`src/rtl/input_conditioner.sv`:
```
// rtl/input_conditioner.sv - synchroniser, debouncer and edge/toggle detector for one raw input
// Every output is a flop; din only ever reaches the first synchroniser stage.

module input_conditioner #(
   parameter int unsigned SYNC_STAGES     = 2,
   parameter int unsigned DEBOUNCE_CYCLES = 16
) (
   input  logic clk,
   input  logic reset,
   input  logic din,
   output logic dout,
   output logic rise,
   output logic fall,
   output logic toggle
);

   localparam int unsigned CW = (DEBOUNCE_CYCLES <= 2) ? 1 : $clog2(DEBOUNCE_CYCLES);
   localparam logic [CW-1:0] CNT_LAST = CW'(DEBOUNCE_CYCLES - 1);

   logic [SYNC_STAGES-1:0] sync_q, sync_d;
   logic [CW-1:0]          cnt_q, cnt_d;
   logic                   dout_q, dout_d;
   logic                   rise_q, rise_d;
   logic                   fall_q, fall_d;
   logic                   toggle_q, toggle_d;
   logic                   s;

   assign s = sync_q[SYNC_STAGES-1];

   always_comb begin
      sync_d   = {sync_q[SYNC_STAGES-2:0], din};
      cnt_d    = '0;
      dout_d   = dout_q;
      rise_d   = 1'b0;
      fall_d   = 1'b0;
      toggle_d = toggle_q;
      // Any matching sample clears the count, so only an unbroken run is accepted.
      if (s != dout_q) begin
         if (cnt_q == CNT_LAST) begin
            dout_d   = s;
            rise_d   = s;
            fall_d   = ~s;
            toggle_d = toggle_q ^ s;
         end else begin
            cnt_d = cnt_q + 1'b1;
         end
      end
   end

   always_ff @(posedge clk) begin
      if (reset) begin
         sync_q   <= '0;
         cnt_q    <= '0;
         dout_q   <= 1'b0;
         rise_q   <= 1'b0;
         fall_q   <= 1'b0;
         toggle_q <= 1'b0;
      end else begin
         sync_q   <= sync_d;
         cnt_q    <= cnt_d;
         dout_q   <= dout_d;
         rise_q   <= rise_d;
         fall_q   <= fall_d;
         toggle_q <= toggle_d;
      end
   end

   assign dout   = dout_q;
   assign rise   = rise_q;
   assign fall   = fall_q;
   assign toggle = toggle_q;

endmodule

```
`config.mk`:
```
export PLATFORM = sky130hd
export DESIGN_NAME = input_conditioner
export DESIGN_NICKNAME = d
export VERILOG_FILES = /design/src/rtl/input_conditioner.sv
export SDC_FILE = /design/constraint.sdc
export NUM_CORES = 1
export LEC_CHECK = 0
export ABC_AREA = 1
export BUFFER_PORTS_ARGS = -buffer_cell sky130_fd_sc_hd__clkbuf_2
export CORE_AREA = 2 2 39 41
export DETAILED_ROUTE_END_ITERATION = 16
export DIE_AREA = 0 0 41 43
export PLACE_DENSITY = 0.53
export RECOVER_POWER = 100
export SETUP_SLACK_MARGIN = 0.3
export SYNTH_ARGS = -nofsm -noshare
export SYNTH_HDL_FRONTEND = slang
export SYNTH_SLANG_ARGS = --single-unit
```
`constraint.sdc`:
```
create_clock -name clk -period 2.95 [get_ports clk]
set_clock_uncertainty 0.15 [all_clocks]
set_input_delay 0.1475 -clock clk [delete_from_list [all_inputs] [get_ports clk]]
set_output_delay 0.1475 -clock clk [all_outputs]
set_load 0.01 [all_outputs]
```
==> results.sh <==
export IMPL_setup_violations=0
export IMPL_clock_latency_ps=260
export IMPL_gr_total_overflow=0
export IMPL_viasPerCell=4.176
export IMPL_worstPathRequired_ps=2940
export IMPL_drt_pass1_iter_count=3
export IMPL_cts_num_sinks=10
export IMPL_setup_tns_ps=0
export IMPL_hold_path_class="register to register"
export IMPL_fillers=149
export IMPL_syn2layout_area_growth_pct=25.77
export IMPL_cts_tree="done"
export IMPL_grtUsageTotal=0.09548
export IMPL_syn_inst=46
export IMPL_worstMarginPinSlew_ps=201.5
export IMPL_crit_fanout=5
export IMPL_final_cells=74
export IMPL_antenna_found_initial=0
export IMPL_cpMostUsedCell="dlygate4sd3_1"
export IMPL_post_route_min_period_ps=1506
export IMPL_cp_arrival_ps=1500
export IMPL_final_nets=64
export IMPL_period_share=0.5104
export IMPL_syn_num_nets=50
export IMPL_remaining_drc_errors=0
export IMPL_final_hold_violation_count=0
export IMPL_h_tree_depth=1
export IMPL_drv_cap=0
export IMPL_gp_congestion=0.6965
export IMPL_maxSlewViolCount=0
export IMPL_cts_root_buf="clkbuf_4"
export IMPL_ys_seq_elements=10
export IMPL_crit_path_end_kind="register"
export IMPL_grt_first_pass_wirelength_um=1048
export IMPL_fp_dieH_um=43
export IMPL_numCtsBuffers=3
export IMPL_ant_nets=0
export IMPL_dieWidth_um=41
export IMPL_start_util=0.2631
export IMPL_numPortBuffers=6
export IMPL_final_cell_mix="10 x dfxtp_1, 9 x nand2_1, 9 x nor2_1"
export IMPL_antenna_cells=0
export IMPL_leakage_nw=0.1949
export IMPL_fp_row_count=14
export IMPL_holdPathStages=2
export IMPL_hold_slack_ps=252.0
export IMPL_final_common_cell="dfxtp_1"
export IMPL_core_area_mm2=0.001384
export IMPL_dpl_hpwl_um=438.8
export IMPL_power_density_mw_per_mm2=515.2
export IMPL_die_area_mm2=0.001763
export IMPL_cp_cell_sequence="dlygate4sd3_1 -> clkbuf_1 -> nor2_1 -> dlygate4sd3_1"
export IMPL_dr_first_iter_drc_count=8
export IMPL_ys_seq_area_frac=0.5498
export IMPL_drt_wirelength_per_cell_um=8.068
export IMPL_rsz0062_at_grt="no"
export IMPL_grt_max_degree=6
export IMPL_routed_wl_um=597
export IMPL_post_cts_setup_buffer_count=0
export IMPL_drive_gt1_frac=0.06897
export IMPL_path_clk_slew_ps=60
export IMPL_vias=309
export IMPL_dpl_cell_count=68
export IMPL_peakVddDrop_mv=0.1777
export IMPL_worst_setup_path_start_kind="input port"
export IMPL_ys_types=11
export IMPL_max_stage_delay_ps=550
export IMPL_syn_area_um2=364.1
export IMPL_critical_path_slowest_cell="dlygate4sd3_1"
export IMPL_cts_buffer_depth=2
export IMPL_rr_worst_depth=6
export IMPL_critPathKind="input port to register"
export IMPL_status="finished, final reports clean"
export IMPL_syn_avg_cell_area_um2=7.915
export IMPL_grt_pass1_vias=293
export IMPL_max_slew_margin=0.8656
export IMPL_ios=7
export IMPL_yosys_warnings=0
export IMPL_fmax_mhz=664.2
==> through the flow <==
step                      total power, mW  utilization  area [µm²]  setup slack (ps)
after global placement             0.1467       0.2993       414.1              1747
after floorplan                    0.1442            -       364.1              1816
final                              0.2359       0.3309       457.9              1444
after CTS                          0.2395       0.3373       466.7              1544
after global routing               0.2475       0.3309       457.9              1391
after detailed placement           0.1469       0.2993       414.1              1711
==> repair_timing <==
action,4_1_cts,5_1_grt
resized for setup,0,0
hold buffers,3,0
endpoints found under the hold margin,4,0
==> per-layer routing <==
layer / track usage / vias to the layer above / share of wire
met5: 0 / - / 0
met2: 0.1313 / 6 / 0.44
met1: 0.09355 / 135 / 0.48
met4: 0.1200 / 0 / 0.037
li1: - / 166 / -
met3: 0.03141 / 2 / 0.035
==> power by group <==
part / total, mW / internal (mW) / switching (mW)
Clock: 0.0892 / 0.0469 / 0.0422
Sequential: 0.137 / 0.137 / 0.000759
Combinational: 0.00935 / 0.00480 / 0.00455
Total: 0.236 / 0.188 / 0.0475
==> kinds of logic (layout without fill, tap and decap cells) <==
| family | Yosys count | after routing | share of synthesized area |
|---|---|---|---|
| fa+ha+maj | 1 | 1 | 0.03436 |
| simple gates | 25 | 25 | 0.2921 |
| compound gates | 2 | 2 | 0.02749 |
| xor+xnor | 1 | 1 | 0.02406 |
| buf+inv | 7 | 19 | 0.07218 |
| flops | 10 | 10 | 0.5498 |
==> registers in the layout, summed over array words and instances (netlist names) <==
register,cells
dout,1
rise,1
sync_q,2
cnt_q,4
toggle,1
fall,1
==> final timing paths <==
check | startpoint | end | slack, ps
worst max-delay path | reset | sync_q[0] | 1440
worst min-delay path | sync_q[0] | sync_q[1] | 250
worst max register to register | cnt_q[0] | toggle | 1690
worst min register to register | sync_q[0] | sync_q[1] | 250
==> worst max-delay path, delay by kind of cell <==
kind	cells	cell delay, ps
and+or+nand+nor	1	70
buffers and inverters	3	1290
==> final cells by class <==
cell class	count	area, µm²	share of cell area
Timing Repair Buffer	9	53.80	0.1175
Clock buffer	3	22.52	0.04918
Inverter	7	26.28	0.05738
Sequential cell	10	200.2	0.4372
Tap cell	16	20.02	0.04372
Multi-Input combinational cell	29	135.1	0.2951
==> synth_stat cells <==
| master | number | area share |
|---|---|---|
| nand2_1 | 9 | 0.093 |
| dfxtp_1 | 10 | 0.55 |
| nor3_1 | 2 | 0.027 |
| nand4_1 | 1 | 0.017 |
| nor2_1 | 8 | 0.082 |
| ha_1 | 1 | 0.034 |
| nand3_1 | 4 | 0.055 |
| xnor2_1 | 1 | 0.024 |
| inv_1 | 7 | 0.072 |
| nor2_2 | 1 | 0.017 |
| a21oi_1 | 2 | 0.027 |
Power figures use the tool's default switching activity.
